--- src/rtl/pic_pkg.sv ---
`default_nettype none
// ============================================================================
// Module   : pic_pkg
// Brief    : Register addresses, command codes, read selects and FSM states
//            shared by the interrupt-controller core and its resolver.
// Revision : 1.0
// ============================================================================
package pic_pkg;

    localparam logic [1:0] ADDR_INIT = 2'd0;
    localparam logic [1:0] ADDR_IMR  = 2'd1;
    localparam logic [1:0] ADDR_CMD  = 2'd2;
    localparam logic [1:0] ADDR_MODE = 2'd3;

    localparam logic [2:0] OP_ROT_AEOI_CLR = 3'b000;
    localparam logic [2:0] OP_NS_EOI       = 3'b001;
    localparam logic [2:0] OP_NOP          = 3'b010;
    localparam logic [2:0] OP_S_EOI        = 3'b011;
    localparam logic [2:0] OP_ROT_AEOI_SET = 3'b100;
    localparam logic [2:0] OP_ROT_NS_EOI   = 3'b101;
    localparam logic [2:0] OP_SET_PRIO     = 3'b110;
    localparam logic [2:0] OP_ROT_S_EOI    = 3'b111;

    localparam logic [1:0] RSEL_IRR = 2'b10;
    localparam logic [1:0] RSEL_ISR = 2'b11;

    localparam logic [1:0] ST_IDLE = 2'd0;
    localparam logic [1:0] ST_ACK1 = 2'd1;
    localparam logic [1:0] ST_ACK2 = 2'd2;

    // Rank 0 is the channel just after the lowest-priority pointer.
    function automatic int prio_rank(input int id, input int ptr, input int n);
        return (id - ptr - 1 + 2 * n) % n;
    endfunction

endpackage
`default_nettype wire

--- src/rtl/pic_ctrl_core_if.sv ---
`default_nettype none
// ============================================================================
// Module   : pic_ctrl_core_if
// Brief    : CPU register bus plus interrupt-acknowledge handshake.
// Revision : 1.0
// ============================================================================
interface pic_ctrl_core_if #(
    parameter int DATA_W = 16,
    parameter int VEC_W  = 8
);
    logic              wr_en;
    logic              rd_en;
    logic [1:0]        addr;
    logic [DATA_W-1:0] wdata;
    logic [DATA_W-1:0] rdata;
    logic              inta_n;
    logic              int_out;
    logic [VEC_W-1:0]  vec_out;
    logic              vec_valid;

    modport master (
        output wr_en, rd_en, addr, wdata, inta_n,
        input  rdata, int_out, vec_out, vec_valid
    );

    modport slave (
        input  wr_en, rd_en, addr, wdata, inta_n,
        output rdata, int_out, vec_out, vec_valid
    );
endinterface
`default_nettype wire

--- src/rtl/pic_priority_resolver.sv ---
`default_nettype none
// ============================================================================
// Module   : pic_priority_resolver
// Brief    : Rotating-priority picker: highest set request after the pointer.
// Revision : 1.0
// ============================================================================
module pic_priority_resolver #(
    parameter int NUM_IRQ = 8,
    parameter int ID_W    = $clog2(NUM_IRQ)
) (
    input  wire logic [NUM_IRQ-1:0] req,
    input  wire logic [ID_W-1:0]    ptr,
    output logic                    valid,
    output logic [ID_W-1:0]         id
);

    // Walk from lowest to highest rank so the last hit is the winner.
    always_comb begin
        int idx;
        idx   = 0;
        valid = 1'b0;
        id    = '0;
        for (int k = NUM_IRQ; k >= 1; k--) begin
            idx = (int'(ptr) + k) % NUM_IRQ;
            if (req[idx[ID_W-1:0]]) begin
                valid = 1'b1;
                id    = idx[ID_W-1:0];
            end
        end
    end

endmodule
`default_nettype wire

--- src/rtl/pic_ctrl_core.sv ---
`default_nettype none
// ============================================================================
// Module   : pic_ctrl_core
// Brief    : 8259-style interrupt controller core for NUM_IRQ channels.
// Revision : 1.0
// ============================================================================
module pic_ctrl_core
    import pic_pkg::*;
#(
    parameter int NUM_IRQ = 8,
    parameter int DATA_W  = 16,
    parameter int VEC_W   = 8,
    parameter int ID_W    = $clog2(NUM_IRQ)
) (
    input  wire logic               clk,
    input  wire logic               rst_n,
    input  wire logic [NUM_IRQ-1:0] irq_in,
    pic_ctrl_core_if.slave          bus
);

    logic [NUM_IRQ-1:0]    irr_q, irr_d, isr_q, isr_d, imr_q, imr_d, irq_prev_q;
    logic [VEC_W-ID_W-1:0] base_q, base_d;
    logic [ID_W-1:0]       ptr_q, ptr_d, id_q, id_d;
    logic [DATA_W-1:0]     rdata_q, rdata_d;
    logic [VEC_W-1:0]      vec_out_q, vec_out_d;
    logic [1:0]            read_sel_q, read_sel_d, state_q, state_d;
    logic int_out_q, int_out_d, vec_valid_q, vec_valid_d, spurious_q, spurious_d;
    logic ltim_q, ltim_d, aeoi_q, aeoi_d, rot_aeoi_q, rot_aeoi_d, inta_q;

    logic                  w_pend_valid, w_isr_valid, w_ack1_go, w_ack2_go;
    logic [ID_W-1:0]       w_pend_id, w_isr_id, w_cmd_id;
    logic [NUM_IRQ-1:0]    w_pend_req, w_grant_mask, w_irq_rise;
    logic                  w_inta_fall, w_inta_rise, w_init_wr, w_cmd_wr, w_unused_ok;
    logic [2:0]            w_op;

    assign w_pend_req  = irr_q & ~imr_q;
    assign w_irq_rise  = irq_in & ~irq_prev_q;
    assign w_inta_fall = inta_q & ~bus.inta_n;
    assign w_inta_rise = ~inta_q & bus.inta_n;
    assign w_init_wr   = bus.wr_en && (bus.addr == ADDR_INIT);
    assign w_cmd_wr    = bus.wr_en && (bus.addr == ADDR_CMD);
    assign w_op        = bus.wdata[7:5];
    assign w_cmd_id    = bus.wdata[ID_W-1:0];
    assign w_unused_ok = &{1'b0, bus.wdata};
    assign w_grant_mask = (w_ack1_go && w_pend_valid) ? (NUM_IRQ'(1) << w_pend_id) : '0;

    pic_priority_resolver #(.NUM_IRQ(NUM_IRQ), .ID_W(ID_W)) u_pend_res (
        .req(w_pend_req), .ptr(ptr_q), .valid(w_pend_valid), .id(w_pend_id)
    );

    pic_priority_resolver #(.NUM_IRQ(NUM_IRQ), .ID_W(ID_W)) u_isr_res (
        .req(isr_q), .ptr(ptr_q), .valid(w_isr_valid), .id(w_isr_id)
    );

    always_ff @(posedge clk or negedge rst_n) begin
        if (!rst_n) state_q <= ST_IDLE;
        else        state_q <= state_d;
    end

    always_comb begin
        state_d = state_q;
        case (state_q)
            ST_IDLE: if (w_inta_fall) state_d = ST_ACK1;
            ST_ACK1: if (w_inta_fall) state_d = ST_ACK2;
            ST_ACK2: if (w_inta_rise) state_d = ST_IDLE;
            default: state_d = ST_IDLE;
        endcase
        if (w_init_wr) state_d = ST_IDLE;
    end

    // An init write in the same cycle as an acknowledge edge aborts the sequence.
    always_comb begin
        w_ack1_go = (state_q == ST_IDLE) && w_inta_fall && !w_init_wr;
        w_ack2_go = (state_q == ST_ACK1) && w_inta_fall && !w_init_wr;
    end

    always_comb begin
        irr_d = irr_q;  isr_d = isr_q;  imr_d = imr_q;  base_d = base_q;  ptr_d = ptr_q;
        ltim_d = ltim_q;  aeoi_d = aeoi_q;  rot_aeoi_d = rot_aeoi_q;  read_sel_d = read_sel_q;
        rdata_d = rdata_q;  vec_out_d = vec_out_q;  vec_valid_d = w_ack2_go;
        id_d = id_q;  spurious_d = spurious_q;  int_out_d = 1'b0;

        if (ltim_q) irr_d = irq_in;
        else        irr_d = (irr_q & ~w_grant_mask) | w_irq_rise;

        if (w_cmd_wr) begin
            case (w_op)
                OP_NS_EOI:       if (w_isr_valid) isr_d[w_isr_id] = 1'b0;
                OP_ROT_NS_EOI:   if (w_isr_valid) begin
                                     isr_d[w_isr_id] = 1'b0;
                                     ptr_d = w_isr_id;
                                 end
                OP_S_EOI:        if (int'(w_cmd_id) < NUM_IRQ) isr_d[w_cmd_id] = 1'b0;
                OP_ROT_S_EOI:    if (int'(w_cmd_id) < NUM_IRQ) begin
                                     isr_d[w_cmd_id] = 1'b0;
                                     ptr_d = w_cmd_id;
                                 end
                OP_SET_PRIO:     if (int'(w_cmd_id) < NUM_IRQ) ptr_d = w_cmd_id;
                OP_ROT_AEOI_SET: rot_aeoi_d = 1'b1;
                OP_ROT_AEOI_CLR: rot_aeoi_d = 1'b0;
                default:         ;
            endcase
        end

        // Grant is applied after any EOI so a same-bit set wins.
        if (w_ack1_go) begin
            id_d       = w_pend_valid ? w_pend_id : ID_W'(NUM_IRQ - 1);
            spurious_d = ~w_pend_valid;
        end
        isr_d = isr_d | w_grant_mask;

        if (w_ack2_go) begin
            vec_out_d = {base_q, id_q};
            if (aeoi_q && !spurious_q) begin
                isr_d[id_q] = 1'b0;
                if (rot_aeoi_q) ptr_d = id_q;
            end
        end

        if (bus.wr_en && bus.addr == ADDR_IMR) imr_d = bus.wdata[NUM_IRQ-1:0];
        if (bus.wr_en && bus.addr == ADDR_MODE) begin
            ltim_d     = bus.wdata[0];
            aeoi_d     = bus.wdata[1];
            read_sel_d = bus.wdata[3:2];
        end

        if (bus.rd_en) begin
            if (bus.addr == ADDR_IMR)        rdata_d = DATA_W'(imr_q);
            else if (read_sel_q == RSEL_ISR) rdata_d = DATA_W'(isr_q);
            else                             rdata_d = DATA_W'(irr_q);
        end

        if (!w_ack1_go && w_pend_valid)
            int_out_d = !w_isr_valid ||
                        (prio_rank(int'(w_pend_id), int'(ptr_q), NUM_IRQ) <
                         prio_rank(int'(w_isr_id),  int'(ptr_q), NUM_IRQ));

        if (w_init_wr) begin
            base_d     = bus.wdata[VEC_W-1:ID_W];
            irr_d      = '0;
            isr_d      = '0;
            imr_d      = '0;
            rot_aeoi_d = 1'b0;
            ptr_d      = ID_W'(NUM_IRQ - 1);
            int_out_d  = 1'b0;
        end
    end

    always_ff @(posedge clk or negedge rst_n) begin
        if (!rst_n) begin
            irr_q <= '0;  isr_q <= '0;  imr_q <= '0;  irq_prev_q <= '0;  base_q <= '0;
            ptr_q <= ID_W'(NUM_IRQ - 1);  id_q <= '0;  rdata_q <= '0;  vec_out_q <= '0;
            read_sel_q <= RSEL_IRR;  int_out_q <= 1'b0;  vec_valid_q <= 1'b0;
            spurious_q <= 1'b0;  ltim_q <= 1'b0;  aeoi_q <= 1'b0;  rot_aeoi_q <= 1'b0;
            inta_q <= 1'b1;
        end else begin
            irr_q <= irr_d;  isr_q <= isr_d;  imr_q <= imr_d;  irq_prev_q <= irq_in;
            base_q <= base_d;  ptr_q <= ptr_d;  id_q <= id_d;  rdata_q <= rdata_d;
            vec_out_q <= vec_out_d;  read_sel_q <= read_sel_d;  int_out_q <= int_out_d;
            vec_valid_q <= vec_valid_d;  spurious_q <= spurious_d;  ltim_q <= ltim_d;
            aeoi_q <= aeoi_d;  rot_aeoi_q <= rot_aeoi_d;  inta_q <= bus.inta_n;
        end
    end

    assign bus.rdata     = rdata_q;
    assign bus.int_out   = int_out_q;
    assign bus.vec_out   = vec_out_q;
    assign bus.vec_valid = vec_valid_q;

endmodule
`default_nettype wire

--- src/flat_wrapper.sv ---
// flat-port wrapper written by rule: the top's interface ports become plain ports
module pic_ctrl_core_flat import pic_pkg::*;
#(
    parameter int NUM_IRQ = 8,
    parameter int DATA_W  = 16,
    parameter int VEC_W   = 8,
    parameter int ID_W    = $clog2(NUM_IRQ)
)
  (clk, rst_n, irq_in, bus_wr_en, bus_rd_en, bus_addr, bus_wdata, bus_inta_n, bus_rdata, bus_int_out, bus_vec_out, bus_vec_valid);
  pic_ctrl_core_if #(.DATA_W(DATA_W), .VEC_W(VEC_W)) bus_i ();
  input  wire logic clk;
  input  wire logic rst_n;
  input  wire logic [NUM_IRQ-1:0] irq_in;
  input wire logic [$bits(bus_i.wr_en)-1:0] bus_wr_en;
  input wire logic [$bits(bus_i.rd_en)-1:0] bus_rd_en;
  input wire logic [$bits(bus_i.addr)-1:0] bus_addr;
  input wire logic [$bits(bus_i.wdata)-1:0] bus_wdata;
  input wire logic [$bits(bus_i.inta_n)-1:0] bus_inta_n;
  output wire logic [$bits(bus_i.rdata)-1:0] bus_rdata;
  output wire logic [$bits(bus_i.int_out)-1:0] bus_int_out;
  output wire logic [$bits(bus_i.vec_out)-1:0] bus_vec_out;
  output wire logic [$bits(bus_i.vec_valid)-1:0] bus_vec_valid;
  assign bus_i.wr_en = bus_wr_en;
  assign bus_i.rd_en = bus_rd_en;
  assign bus_i.addr = bus_addr;
  assign bus_i.wdata = bus_wdata;
  assign bus_i.inta_n = bus_inta_n;
  assign bus_rdata = bus_i.rdata;
  assign bus_int_out = bus_i.int_out;
  assign bus_vec_out = bus_i.vec_out;
  assign bus_vec_valid = bus_i.vec_valid;
  pic_ctrl_core #(.NUM_IRQ(NUM_IRQ), .DATA_W(DATA_W), .VEC_W(VEC_W), .ID_W(ID_W)) u_core (.clk(clk), .rst_n(rst_n), .irq_in(irq_in), .bus(bus_i));
endmodule
--- config.mk ---
export PLATFORM = sky130hd
export DESIGN_NAME = pic_ctrl_core_flat
export DESIGN_NICKNAME = d
export VERILOG_FILES = /design/src/rtl/pic_pkg.sv /design/src/rtl/pic_ctrl_core_if.sv /design/src/rtl/pic_priority_resolver.sv /design/src/rtl/pic_ctrl_core.sv /design/src/flat_wrapper.sv
export SDC_FILE = /design/constraint.sdc
export NUM_CORES = 1
export LEC_CHECK = 0
export CAP_MARGIN = 20
export CORE_UTILIZATION = 30
export DETAILED_ROUTE_END_ITERATION = 12
export GPL_ROUTABILITY_DRIVEN = 0
export GPL_TIMING_DRIVEN = 1
export PLACE_DENSITY_LB_ADDON = 0.1
export REMOVE_ABC_BUFFERS = 1
export SYNTH_ARGS = -nofsm -noshare
export SYNTH_HDL_FRONTEND = slang
export SYNTH_HIERARCHICAL = 1
export SYNTH_SLANG_ARGS = --single-unit
--- constraint.sdc ---
create_clock -name clk -period 13.9 [get_ports clk]
set_input_delay 2.78 -clock clk [delete_from_list [all_inputs] [get_ports clk]]
set_output_delay 2.78 -clock clk [all_outputs]
set_load 0.005 [all_outputs]
==> results of run 1 <==
## synthesized netlist by cell type (all sizes together) (4+ instances only)
library cell	n
ha	12
mux4	16
nor2	11
or2	5
a21oi	20
a221oi	12
a31oi	8
clkbuf	9
buf	21
mux2	30
nor3b	6
nand4b	4
dfstp	5
nand2b	13
nor2b	12
nor3	8
a21o	4
a211oi	7
or3	4
xnor2	6
nand3b	8
xor2	6
inv	30
o31a	4
nand2	72
nand3	14
mux2i	16
dfrtp	65
o21ai	52
and3	6
## per-layer routing
layer | wire length [µm] | up-vias
met3 | 441 | 11
met2 | 6230 | 101
li1 | - | 1943
met5 | 0 | -
met1 | 6550 | 1956
met4 | 107 | 0
## critical path, stage by stage, from the launching register on
cell and delay (ps):
dfstp_2 930, inv_1 130, ha_1 510, mux4_2 620, mux2_2 310, a21oi_1 110, o21ai_0 80, a31oi_1 570
inv_1 250, ha_1 260, fa_1 430, ha_1 280, inv_1 40, ha_1 270, a21boi_0 120, o21ai_0 150
nand3_1 90, a31oi_1 150
## per-stage QoR
step	cells	instance area (µm²)	utilization (%)	setup WS, ps
global route	775	5770	36.0	8130
floorplan	499	4800	-	9040
finish	775	5770	36.0	8480
CTS	775	5770	36.0	8460
global placement	759	5500	34.2	8490
detailed placement	759	5500	34.2	8480
## where the power goes
| part | switching, W | leakage (nW) | internal, W |
|---|---|---|---|
| Sequential | 0.0000737 | 0.870 | 0.000259 |
| Combinational | 0.000535 | 1.47 | 0.000461 |
| Clock | 0.0000867 | 0.132 | 0.000126 |
## flip-flops by register name, summed over array words and instances (netlist names), 2 cells and up
name                count
u_core/read_sel_q       2
u_core/ptr_q            3
u_core/bus.vec_out      8
u_core/bus.rdata        8
u_core/imr_q            8
u_core/state_q          2
u_core/base_q           5
u_core/irr_q            8
u_core/irq_prev_q       8
u_core/isr_q            8
u_core/id_q             3
## area by class of cell
type / instances / area, µm² / area share (%)
inverter: 30 / 113 / 1.95
clock inverter: 5 / 33.8 / 0.585
tap: 216 / 270 / 4.68
clock buffer: 11 / 243 / 4.20
timing repair buffer: 44 / 425 / 7.37
sequential: 70 / 1760 / 30.4
multi-input combinational: 399 / 2930 / 50.8
## worst min-delay path by stage
stage / slack (ps) / cells past startpoint / start / to
floorplan: 440 / 2 / u_core/base_q[0] / u_core/bus.vec_out[3]
global route: 500 / 2 / u_core/aeoi_q / u_core/aeoi_q
finish: 480 / 2 / u_core/base_q[4] / u_core/bus.vec_out[7]
global placement: 460 / 2 / u_core/aeoi_q / u_core/aeoi_q
CTS: 470 / 2 / u_core/base_q[4] / u_core/bus.vec_out[7]
detailed placement: 460 / 2 / u_core/bus.vec_out[5] / u_core/bus.vec_out[5]
## cell families after synthesis
group,Yosys count
and+or+nand+nor,173
xor gates and xnor gates,12
muxes,62
buffers and inverters,60
adders and majority gates,14
DFF,70
AOI/OAI and AO/OA,128
other,2
==> results_tabular.tex, run 1 <==
\begin{tabular}{lr}
\hline
Metric & Value \\
\hline
\multicolumn{2}{l}{\textbf{Logic synthesis}} \\
\quad Average footprint of a synthesized cell & 9.55 µm² \\
\quad Xor-xnor portion of the synthesized cell area & 2.11\% \\
\quad Most used flip-flop cell after synthesis & dfrtp\_1 \\
\quad Number of standard cells after synthesis & 521 \\
\quad Number of flops mapped to enable cells by yosys & 0 \\
\quad Share of the synthesized area in compound gates (AO/OA/AOI/OAI) & 16.2\% \\
\quad Top cells by area, synth & dfrtp\_1, mux4\_2, mux2\_2 \\
\quad Synthesized-area fraction occupied by and/or/nand/nor cells & 18.6\% \\
\quad Yosys warning total & 6 \\
\quad Yosys cell types & 65 \\
\quad Register area share after synthesis & 35.3\% \\
\quad Portion of synthesized cell area occupied by the leading cell type & 32.7\% \\
\quad Syn Std Cell Area & 4970 µm² \\
\quad Number of register bits inferred by synthesis & 70 \\
\quad Largest family of logic cells by synthesized area & simple AND/OR/NAND/NOR gates \\
\quad Multiplexer fraction of the synthesized cell area & 17.4\% \\
\quad Adder and majority gate portion of the synthesized area & 3.82\% \\
\quad Synth area leader & dfrtp\_1 \\
\quad Proportion of register bits with asynchronous set or reset after synthesis & 100\% \\
\multicolumn{2}{l}{\textbf{Route}} \\
\quad Count of routing violations after the opening detailed-route iteration & 292 \\
\quad Via count & 4,011 \\
\quad Total iterations of the first detailed-routing run & 5 \\
\quad Post-DR vias/cell & 5.18 \\
\quad Total length of routed wires & 13,300 µm \\
\quad DRC violations left & 0 \\
\quad Final ANT Viol Nets & 0 \\
\quad Average detailed-routed wire length per instance & 17.2 µm \\
\multicolumn{2}{l}{\textbf{Timing}} \\
\quad Worst slew pin tran & 913 ps \\
\quad Total count of hold-check failures in the final report & 0 \\
\quad Final critical-path required period & 5420 ps \\
\quad Clock skew after layout & 5.29 ps \\
\quad Worst slew margin relative to its limit & 39.2\% \\
\quad Setup\_tns & 0 ps \\
\quad Max Slew Vio Count & 0 \\
\quad Post-route fraction of the period consumed by the critical path & 39.0\% \\
\quad Maximum frequency from static timing analysis & 185 MHz \\
\quad Post-route worst hold slack & 477 ps \\
\quad Setup repair after global routing missed its margin & false \\
\quad Final setup fails & 0 \\
\multicolumn{2}{l}{\textbf{Job}} \\
\quad Maximum capacitance violations & 0 \\
\multicolumn{2}{l}{\textbf{Placed design}} \\
\quad Half-perimeter wire length of the detailed placement result & 9960 µm \\
\quad Port buffer count & 40 \\
\multicolumn{2}{l}{\textbf{Pwr}} \\
\quad Worst vdd rail ir drop & 115 µV \\
\quad P\_leak & 2.47 nW \\
\quad PD cells & 267 nW/µm² \\
\quad Total power after layout & 0.00154 W \\
\multicolumn{2}{l}{\textbf{Cells and area}} \\
\quad Fraction of final layout cells with drive strength greater than 1 & 14.5\% \\
\quad ANT cells & 0 \\
\quad Area Growth Syn to Fin & 16.1\% \\
\quad Final net count & 599 \\
\quad Most common cell after layout, fill and taps aside & nand2\_1 \\
\quad Fill cell total of the finished layout & 1,605 \\
\quad Commonest cells after routing, fill and taps aside & nand2\_1, dfrtp\_1, o21ai\_0, clkdlybuf4s50\_1, inv\_1 \\
\multicolumn{2}{l}{\textbf{CTS}} \\
\quad Number of CTS-inserted buffers & 9 \\
\quad Number of buffers between clock root and the deepest sink & 2 \\
\quad Clock latency on the worst-skew pair & 330 ps \\
\quad Total of cells resized after clock tree synthesis & 0 \\
\quad Count of hold-fix buffers inserted at cts & 0 \\
\quad Buffers inserted by post-CTS timing repair & 0 \\
\quad Clock transition at the registers of the reported paths & 60 ps \\
\quad Sink count of the clock tree & 70 \\
\quad Number of H-tree branching levels & 3 \\
\quad TritonCTS clock tree & done \\
\quad Root buffer selected by CTS & clkbuf\_16 \\
\multicolumn{2}{l}{\textbf{Die}} \\
\quad Number of rows created at floorplan & 46 \\
\quad I/O pin count & 57 \\
\quad Area of the placeable core & 16,100 µm² \\
\quad Initial core utilization & 31.0\% \\
\quad Die boundary height & 131 µm \\
\quad DIE AREA & 17,100 µm² \\
\quad Chip width & 131 µm \\
\multicolumn{2}{l}{\textbf{GRT}} \\
\quad Global routing's busiest layer & met2 \\
\quad Total Routing Usage GR & 16.8\% \\
\quad First-pass GRT wire length & 21,700 µm \\
\quad Global routing usage on met3 & 2.28\% \\
\quad Grt met2 use & 26.7\% \\
\quad Largest net degree at the start of global routing & 71 \\
\quad Number of global-route vias before repair & 3,866 \\
\quad Global routing met1 resource utilization & 23.7\% \\
\quad Number of antenna violations at the first check in global routing & 0 \\
\quad Remaining Overflow, GRT & 0 \\
\multicolumn{2}{l}{\textbf{Status}} \\
\quad Status & complete, no violations \\
\multicolumn{2}{l}{\textbf{Min path}} \\
\quad Worst Hold Class & flop to flop \\
\multicolumn{2}{l}{\textbf{Critical path}} \\
\quad Critical path required time & 14,150 ps \\
\quad Data arrival time of the critical path & 5670 ps \\
\quad Worst setup SP type & flop \\
\quad Type of the worst setup path & flop to flop \\
\quad Maximum fanout encountered on the critical timing path & 28 \\
\quad Worst-case reg-to-reg path depth & 17 \\
\quad Worst r2r dst & u\_core/bus.int\_out \\
\quad Critical path capture point & u\_core/bus.int\_out \\
\quad Flop-to-flop setup slack & 8480 ps \\
\quad CP Capture Type & flop \\
\quad Critical path origin & u\_core/ptr\_q[1] \\
\quad Worst reg2reg startpoint & u\_core/ptr\_q[1] \\
\hline
\end{tabular}
No activity file was read; power rests on OpenSTA's default activity.
==> run 2, diff against run 1 <==
==> constraint.sdc (replaced) <==
create_clock -name clk -period 5.4 [get_ports clk]
set_input_delay 1.08 -clock clk [delete_from_list [all_inputs] [get_ports clk]]
set_output_delay 1.08 -clock clk [all_outputs]
set_load 0.005 [all_outputs]
==> run 2 against run 1 <==
Against the previous run:
- critical path depth unchanged
- combinational power increased to 2.7 times the previous value
- register-to-register slack got worse by 8100 ps
- clock-buffer cell count decreased by 1
- routed wire length increased by 4.7%
- sequential share of layout area decreased by 0.55 points
- non-clock buffer count increased by 5
- via count increased by 1.9%
- sequential power increased by 150%
- clock skew increased by 1.2 ps
- largest cell class unchanged
- largest power group unchanged
==> results_tabular.tex, run 2 (synthesis results as in run 1) <==
\begin{tabular}{lr}
\hline
Metric & Value \\
\hline
\multicolumn{2}{l}{\textbf{Route}} \\
\quad Average detailed-routed wire length per instance & 17.9 µm \\
\quad Via count & 4,089 \\
\quad Count of routing violations after the opening detailed-route iteration & 231 \\
\quad Total length of routed wires & 13,900 µm \\
\quad Total iterations of the first detailed-routing run & 5 \\
\quad Final ANT Viol Nets & 0 \\
\quad Post-DR vias/cell & 5.25 \\
\quad DRC violations left & 0 \\
\multicolumn{2}{l}{\textbf{Die}} \\
\quad Die boundary height & 131 µm \\
\quad Chip width & 131 µm \\
\quad Number of rows created at floorplan & 46 \\
\quad I/O pin count & 57 \\
\quad DIE AREA & 17,100 µm² \\
\quad Initial core utilization & 31.0\% \\
\quad Area of the placeable core & 16,100 µm² \\
\multicolumn{2}{l}{\textbf{Timing}} \\
\quad Maximum frequency from static timing analysis & 201 MHz \\
\quad Clock skew after layout & 6.50 ps \\
\quad Total count of hold-check failures in the final report & 0 \\
\quad Post-route worst hold slack & 475 ps \\
\quad Setup repair after global routing missed its margin & false \\
\quad Setup\_tns & 0 ps \\
\quad Worst slew pin tran & 879 ps \\
\quad Final critical-path required period & 4970 ps \\
\quad Worst slew margin relative to its limit & 41.4\% \\
\quad Max Slew Vio Count & 0 \\
\quad Final setup fails & 0 \\
\quad Post-route fraction of the period consumed by the critical path & 92.1\% \\
\multicolumn{2}{l}{\textbf{Cells and area}} \\
\quad Fraction of final layout cells with drive strength greater than 1 & 15.3\% \\
\quad Most common cell after layout, fill and taps aside & nand2\_1 \\
\quad Final net count & 604 \\
\quad Footprint of the flip-flops and latches & 1760 µm² \\
\quad Area Growth Syn to Fin & 18.2\% \\
\quad ANT cells & 0 \\
\quad Fill cell total of the finished layout & 1,627 \\
\quad Commonest cells after routing, fill and taps aside & nand2\_1, dfrtp\_1, o21ai\_0, clkdlybuf4s50\_1, inv\_1 \\
\quad Multi-input logic area & 2930 µm² \\
\multicolumn{2}{l}{\textbf{Pwr}} \\
\quad Switching component of the power & 0.00184 W \\
\quad Worst vdd rail ir drop & 321 µV \\
\quad Sw Share & 44.0\% \\
\quad Proportion of power drawn by the clock network & 16.6\% \\
\quad Part of the power in combinational logic & 64.0\% \\
\quad PD cells & 711 nW/µm² \\
\quad P\_leak & 2.53 nW \\
\quad Cell-internal power & 0.00234 W \\
\quad Sequential Power Share & 19.5\% \\
\multicolumn{2}{l}{\textbf{Min path}} \\
\quad Startpoint of the lowest-slack hold path & u\_core/base\_q[2] \\
\quad Worst Hold Class & flop to flop \\
\quad Min-Delay Path Depth & 2 \\
\quad Sink of the worst hold path & u\_core/bus.vec\_out[5] \\
\multicolumn{2}{l}{\textbf{CTS}} \\
\quad Clock latency on the worst-skew pair & 330 ps \\
\quad Number of CTS-inserted buffers & 9 \\
\quad Total of cells resized after clock tree synthesis & 0 \\
\quad Number of buffers between clock root and the deepest sink & 2 \\
\quad Count of hold-fix buffers inserted at cts & 0 \\
\quad Root buffer selected by CTS & clkbuf\_16 \\
\quad Number of H-tree branching levels & 3 \\
\quad Buffers inserted by post-CTS timing repair & 0 \\
\quad Sink count of the clock tree & 70 \\
\quad TritonCTS clock tree & done \\
\quad Clock transition at the registers of the reported paths & 60 ps \\
\multicolumn{2}{l}{\textbf{Critical path}} \\
\quad Maximum fanout encountered on the critical timing path & 8 \\
\quad Worst-case reg-to-reg path depth & 17 \\
\quad Worst r2r dst & u\_core/bus.int\_out \\
\quad Worst setup SP type & flop \\
\quad Worst reg2reg startpoint & u\_core/ptr\_q[1] \\
\quad CP Capture Type & flop \\
\quad Data arrival time of the critical path & 5220 ps \\
\quad Slowest stage delay, CP & 620 ps \\
\quad Type of the worst setup path & flop to flop \\
\quad Critical path required time & 5650 ps \\
\quad Cell with the largest stage delay on the worst path & mux4\_2 \\
\quad Flop-to-flop setup slack & 430 ps \\
\quad Buffers \& Inverters on Critical Path & 3 \\
\quad Cell mode on critical path & ha\_1 \\
\quad Cell breakdown of the critical path & inv\_1 > ha\_1 > mux4\_2 > mux2\_2 > a21oi\_1 > o21ai\_0 > a31oi\_1 > inv\_1 > ha\_1 > fa\_1 > ha\_1 > inv\_1 > ha\_1 > a21boi\_0 > o21ai\_0 > nand3\_1 > a31oi\_1 \\
\quad CP delay by family, top & adder cells \\
\multicolumn{2}{l}{\textbf{Job}} \\
\quad Maximum capacitance violations & 0 \\
\multicolumn{2}{l}{\textbf{Placed design}} \\
\quad Port buffer count & 40 \\
\quad Half-perimeter wire length of the detailed placement result & 10,400 µm \\
\multicolumn{2}{l}{\textbf{GRT}} \\
\quad Number of global-route vias before repair & 3,975 \\
\quad Total Routing Usage GR & 17.4\% \\
\quad Number of antenna violations at the first check in global routing & 1 \\
\quad Largest net degree at the start of global routing & 40 \\
\quad Remaining Overflow, GRT & 0 \\
\quad First-pass GRT wire length & 22,200 µm \\
\multicolumn{2}{l}{\textbf{Status}} \\
\quad Status & complete, no violations \\
\hline
\end{tabular}
==> run 2: power by group through the flow <==
stage          combinational (W)  clock (W)  sequential [W]
3_5_place_dp             0.00267          0        0.000823
6_report                 0.00268   0.000693        0.000815
3_3_place_gp             0.00263          0        0.000821
2_1_floorplan            0.00190          0        0.000819
5_1_grt                  0.00300   0.000727        0.000836
4_1_cts                  0.00269   0.000711        0.000815
==> run 2: final cells by class <==
cell class	instances	share of cell area, %
clock inverter	5	1.81
timing repair buffer	49	7.87
inverter	30	1.91
sequential	70	29.9
tap	216	4.60
multi-input combinational	399	49.9
clock buffer	10	4.06
==> run 2: worst max path at each step <==
stage                    start                  to  slack (ps)  cells past startpoint
2_1_floorplan  u_core/ptr_q[0]  u_core/bus.int_out         540                     17
3_3_place_gp   u_core/ptr_q[1]  u_core/bus.int_out         500                     17
3_5_place_dp   u_core/ptr_q[1]  u_core/bus.int_out         450                     17
4_1_cts        u_core/ptr_q[1]  u_core/bus.int_out         420                     17
5_1_grt        u_core/ptr_q[1]  u_core/bus.int_out          50                     17
6_report       u_core/ptr_q[1]  u_core/bus.int_out         430                     17
==> run 2: through the flow <==
stage,instances,worst slack [ps],utilization (%),area [µm²],total power (W)
floorplan,499,536,-,4800,0.00272
global placement,764,498,34.5,5540,0.00345
detailed placement,764,445,34.5,5540,0.00349
CTS,779,419,36.6,5880,0.00421
global route,779,52.9,36.6,5880,0.00456
finish,779,428,36.6,5880,0.00418
==> run 2: metal layers <==
metal	routed length, µm	track usage (%)	up-vias
met5	0	0	-
li1	-	-	1951
met3	630	3.42	8
met1	6520	23.3	2022
met4	110	4.26	0
met2	6680	28.9	108
==> run 2: worst reg2reg max path: stages (launching register included) <==
cell      delay [ps]
dfstp_2          570
inv_1             70
ha_1             490
mux4_2           620
mux2_2           330
a21oi_1          130
o21ai_0           90
a31oi_1          590
inv_1            210
ha_1             250
fa_1             440
ha_1             280
inv_1             40
ha_1             270
a21boi_0         120
o21ai_0          140
nand3_1           90
a31oi_1          170
==> edit 1 (settings of run 1) <==
Reset style: synchronous (`rst_n`), changed in 2 clocked blocks.
--- a/src/rtl/pic_ctrl_core.sv
+++ b/src/rtl/pic_ctrl_core.sv
@@ -52,7 +52,7 @@
         .req(isr_q), .ptr(ptr_q), .valid(w_isr_valid), .id(w_isr_id)
     );
 
-    always_ff @(posedge clk or negedge rst_n) begin
+    always_ff @(posedge clk) begin
         if (!rst_n) state_q <= ST_IDLE;
         else        state_q <= state_d;
     end
@@ -146,7 +146,7 @@
         end
     end
 
-    always_ff @(posedge clk or negedge rst_n) begin
+    always_ff @(posedge clk) begin
         if (!rst_n) begin
             irr_q <= '0;  isr_q <= '0;  imr_q <= '0;  irq_prev_q <= '0;  base_q <= '0;
             ptr_q <= ID_W'(NUM_IRQ - 1);  id_q <= '0;  rdata_q <= '0;  vec_out_q <= '0;
Function: not settled (the Yosys comparison gave no result); the edit may change what the design does.
==> edit 1 against run 1 <==
  * Sequential cell count unchanged
  * Synthesized cell count up 6.3%
  * Design area down 0.11%
  * Setup slack better by 0.0078 ns
  * Sequential share of layout area down 6.1 points
  * Via count up 5.0%
  * Wire length up 1.5%
  * Synthesized area up 0.25%
  * Global-route usage down 0.21 points
Power is not compared: it rests on default switching activity, and its combinational part moved more than twofold at a synthesized area within 25%.
==> edit 1: results (changes against run 1) <==
critical_path:
  setup.worst_path.end_class: "flop"  # unchanged
  critPathSlowestCell: "mux4_2"  # was dfstp_2
  crit_path_start: "u_core/ptr_q[1]$_SDFF_PP1_"  # was u_core/ptr_q[1]$_DFF_PN1_
  cp_max_fo: 27  # was 28
  crit_path_max_incr_delay_ns: 0.64  # was 0.93 ns
  r2r_end: "u_core/bus.int_out$_SDFF_PP0_"  # was u_core/bus.int_out$_DFF_PN0_
  crit_family: "adder cells"  # unchanged
place:
  post_dp_cell_area_mm2: 0.00547  # was 0.00550 mm2
  dpl_worst_slack_ns: 8.47  # was 8.48 ns
  dp_hpwl_um: 9910  # was 9960 um
  dp.cells: 783  # was 759
run_status:
  status: "completed"  # unchanged
synth:
  syn-instance-count: 554  # was 521
  ys_seq_area_share_pct: 28.1  # was 35.3%
  synthTopCellsByCount: "70 x dfxtp_1, 49 x nand2_1, 35 x mux2i_1"  # was 72 x nand2_1, 65 x dfrtp_1, 51 x o21ai_0
  ys_types: 74  # was 65
  synth_top_area_share_pct: 28.1  # was 32.7%
  synthArstFlopShare_pct: 0  # was 100%
  yosys_warnings: 6  # unchanged
  synthTopCellsByArea: "dfxtp_1 28%, mux2i_1 7.0%, mux4_2 6.3%, nor2b_1 4.0%, nand2_1 3.7%"  # was dfrtp_1 33%, mux4_2 7.2%, mux2_2 5.7%, nand2_1 5.4%, o21ai_0 5.1%
drt:
  avgViaCountPerCell: 5.27  # was 5.18
  drtIter0Drc: 391  # was 292
  drt_wl_total_um: 13500  # was 13300 um
final_layout:
  instances_no_fill: 799  # was 775
  finalNetCount: 623  # was 599
  drive_gt1_share_pct: 10.3  # was 14.5%
sta:
  max_freq_ghz: 0.185  # about the same
  relSlewSlack_pct: 42.6  # was 39.2%
  final.setup_skew_ns: 0.00365  # was 0.00529 ns
grt:
  grt_max_degree: 42  # was 71
  grt_pass1_vias: 3891  # was 3866
  grt_use_total_pct: 16.6  # was 16.8%
  grt_pass1_wl_um: 21500  # was 21700 um
cts:
  htreeDepth: 3  # unchanged
[edit 1: changes by cell type after synthesis, sizes merged, moves of 6 or more]
cell,delta
mux2,-20
nor2b,+20
buf,+7
and2,+13
o22ai,+6
nand2,-22
nor2,+9
dfrtp,-65
dfxtp,+70
mux2i,+19
o21ai,-21
a22o,+6
[edit 1: kinds of logic (layout without fill, tap and decap cells)]
family | Yosys count | count (layout) | synth area share [%]
compound gates | 134 | 134 | 18.7
xor+xnor | 13 | 13 | 2.28
fa+ha+maj | 14 | 14 | 3.81
buf+inv | 70 | 91 | 7.53
flops | 70 | 70 | 28.1
mux | 63 | 63 | 17.9
other cells | 2 | 10 | 0.151
simple gates | 188 | 188 | 21.5
[edit 1: per-layer routing]
metal	up-vias	routed length (um)	GRT usage, %
met5	-	0	0
met4	0	194	5.41
met3	11	509	2.00
met2	115	6420	27.0
met1	2013	6400	22.7
li1	2074	-	-
[edit 1: worst min-delay path: stages, from the launching register on]
cell      delay (ns)
dfxtp_1         0.30
nand2_1         0.05
a21boi_0        0.07
[edit 1: power by group]
part,total [mW],internal [mW],leakage (nW),switching [mW]
Combinational,0.191,0.0818,1.63,0.110
Clock,0.231,0.148,0.152,0.0829
Sequential,0.222,0.212,0.572,0.0100
[edit 1: area by class of cell]
class / count / area [um2]
Sequential cell: 70 / 1400
Clock inverter: 4 / 45.0
Multi-Input combinational cell: 422 / 3240
Clock buffer: 12 / 256
Inverter: 29 / 109
Timing Repair Buffer: 46 / 445
Fill cell: 1647 / 10300
Tap cell: 216 / 270
[edit 1: worst min-delay path by stage]
stage	from	endpoint	slack (ns)
floorplan	u_core/rot_aeoi_q$_SDFFE_PP0P_	u_core/rot_aeoi_q$_SDFFE_PP0P_	0.43
global placement	u_core/rot_aeoi_q$_SDFFE_PP0P_	u_core/rot_aeoi_q$_SDFFE_PP0P_	0.45
detailed placement	u_core/rot_aeoi_q$_SDFFE_PP0P_	u_core/rot_aeoi_q$_SDFFE_PP0P_	0.45
CTS	u_core/rot_aeoi_q$_SDFFE_PP0P_	u_core/rot_aeoi_q$_SDFFE_PP0P_	0.46
global route	u_core/rot_aeoi_q$_SDFFE_PP0P_	u_core/rot_aeoi_q$_SDFFE_PP0P_	0.48
finish	u_core/base_q[1]$_SDFFE_PN0P_	u_core/base_q[1]$_SDFFE_PN0P_	0.47
[edit 1: stage by stage]
stage          utilization [%]  total power [mW]
2_1_floorplan                -             0.356
3_3_place_gp              34.0             0.418
3_5_place_dp              34.0             0.419
4_1_cts                   35.9             0.654
5_1_grt                   35.9             0.684
6_report                  35.9             0.644
==> edit 2 (config.mk and constraints of run 1) <==
Without the edit above. `VEC_W` is set to 8 in 3 places; all go to 6.
--- a/src/rtl/pic_ctrl_core_if.sv
+++ b/src/rtl/pic_ctrl_core_if.sv
@@ -6,7 +6,7 @@
 // ============================================================================
 interface pic_ctrl_core_if #(
     parameter int DATA_W = 16,
-    parameter int VEC_W  = 8
+    parameter int VEC_W  = 6
 );
     logic              wr_en;
     logic              rd_en;
--- a/src/rtl/pic_ctrl_core.sv
+++ b/src/rtl/pic_ctrl_core.sv
@@ -9,7 +9,7 @@
 #(
     parameter int NUM_IRQ = 8,
     parameter int DATA_W  = 16,
-    parameter int VEC_W   = 8,
+    parameter int VEC_W   = 6,
     parameter int ID_W    = $clog2(NUM_IRQ)
 ) (
     input  wire logic               clk,
--- a/src/flat_wrapper.sv
+++ b/src/flat_wrapper.sv
@@ -3,7 +3,7 @@
 #(
     parameter int NUM_IRQ = 8,
     parameter int DATA_W  = 16,
-    parameter int VEC_W   = 8,
+    parameter int VEC_W   = 6,
     parameter int ID_W    = $clog2(NUM_IRQ)
 )
   (clk, rst_n, irq_in, bus_wr_en, bus_rd_en, bus_addr, bus_wdata, bus_inta_n, bus_rdata, bus_int_out, bus_vec_out, bus_vec_valid);
Ports: changed (resized bus_vec_out); port bits go from 57 to 55. No check against the original RTL was run, so the function may have changed too.
==> edit 2 against run 1 <==
  * Critical endpoint unchanged
  * Sequential power down 7.5%
  * Worst hold slack worse by 0.0058 ns
  * Sequential share of layout area down 0.99 points
  * Synthesized cell count decreased by 2.9%
  * Total power decreased by 0.89%
  * Wire length decreased by 3.9%
  * Design area is 2.5% lower
  * Non-clock buffer count decreased by 1
  * Synthesized area down 2.7%
  * Sequential cell count shrank 4
  * Critical path type unchanged
  * Setup slack worse by 0.14 ns
==> edit 2: results (changes against run 1) <==
grt:
  grt_use_total_pct: 16.4  # was 16.8%
  met1_usage_pct: 21.6  # was 23.7%
  grt_max_degree: 67  # was 71
  met2_usage_pct: 27.3  # was 26.7%
  grt_pass1_wl_um: 20700  # was 21700 um
drt:
  wl_met2_um: 6110  # was 6230 um
  wl_met1_um: 6060  # was 6550 um
  wl_per_cell_um: 16.9  # was 17.2 um
  firstDrtPassIters: 4  # was 5
  drtIter0Drc: 271  # was 292
power_and_ir_drop:
  leakagePower_nw: 2.39  # was 2.47 nW
  vdd_drop_max_mv: 0.0846  # was 0.115 mV
final_layout:
  instances_no_fill: 759  # was 775
  finalNetCount: 583  # was 599
  drive_gt1_share_pct: 16.0  # was 14.5%
synth:
  ys_seq_area_share_pct: 34.2  # was 35.3%
  syn_avg_cell_area_um2: 9.57  # was 9.55 um2
  synthTopCellsByCount: "64 x nand2_1, 61 x dfrtp_1, 50 x o21ai_0"  # was 72 x nand2_1, 65 x dfrtp_1, 51 x o21ai_0
  ys_types: 62  # was 65
sta:
  setup_ws_ns: 8.35  # was 8.48 ns
hold_path:
  whs_endpoint: "u_core/bus.vec_out[5]$_DFFE_PN0P_"  # was u_core/bus.vec_out[7]$_DFFE_PN0P_
  worstHoldStart: "u_core/bus.vec_out[5]$_DFFE_PN0P_"  # was u_core/base_q[4]$_DFFE_PN0P_
run_status:
  status: "completed"  # unchanged
place:
  dp.cells: 743  # was 759
  dp_hpwl_um: 9560  # was 9960 um
  numPortBuffers: 38  # was 40
critical_path:
  arrival_ns: 5.80  # was 5.67 ns
## edit 2: power breakdown
group          leakage (nW)  internal, mW  switching [mW]  total, mW
registers             0.819         0.243          0.0633      0.307
clock network         0.134         0.125          0.0853      0.211
logic                  1.44         0.460           0.550       1.01
## edit 2: cell families (layout without fill, tap and decap cells)
kind of cell             Yosys count  after routing  synth area share [%]
other                              2             10                 0.155
AO/OA/AOI/OAI                    126            126                  16.5
XOR/XNOR                          12             12                  2.17
multiplexers                      62             62                  17.9
flip-flops                        66             66                  34.2
buffers and inverters             59             88                  6.54
adder cells (fa/ha/maj)           14             14                  3.93
AND/OR/NAND/NOR                  165            165                  18.6
## edit 2: cell type report
class,count,area (um2)
clock inverters,6,42.5
inverters,29,109
multi-input cells,389,2900
clock buffers,10,239
repair buffers,43,413
flip-flops and latches,66,1660
well taps,216,270
fillers,1625,10200
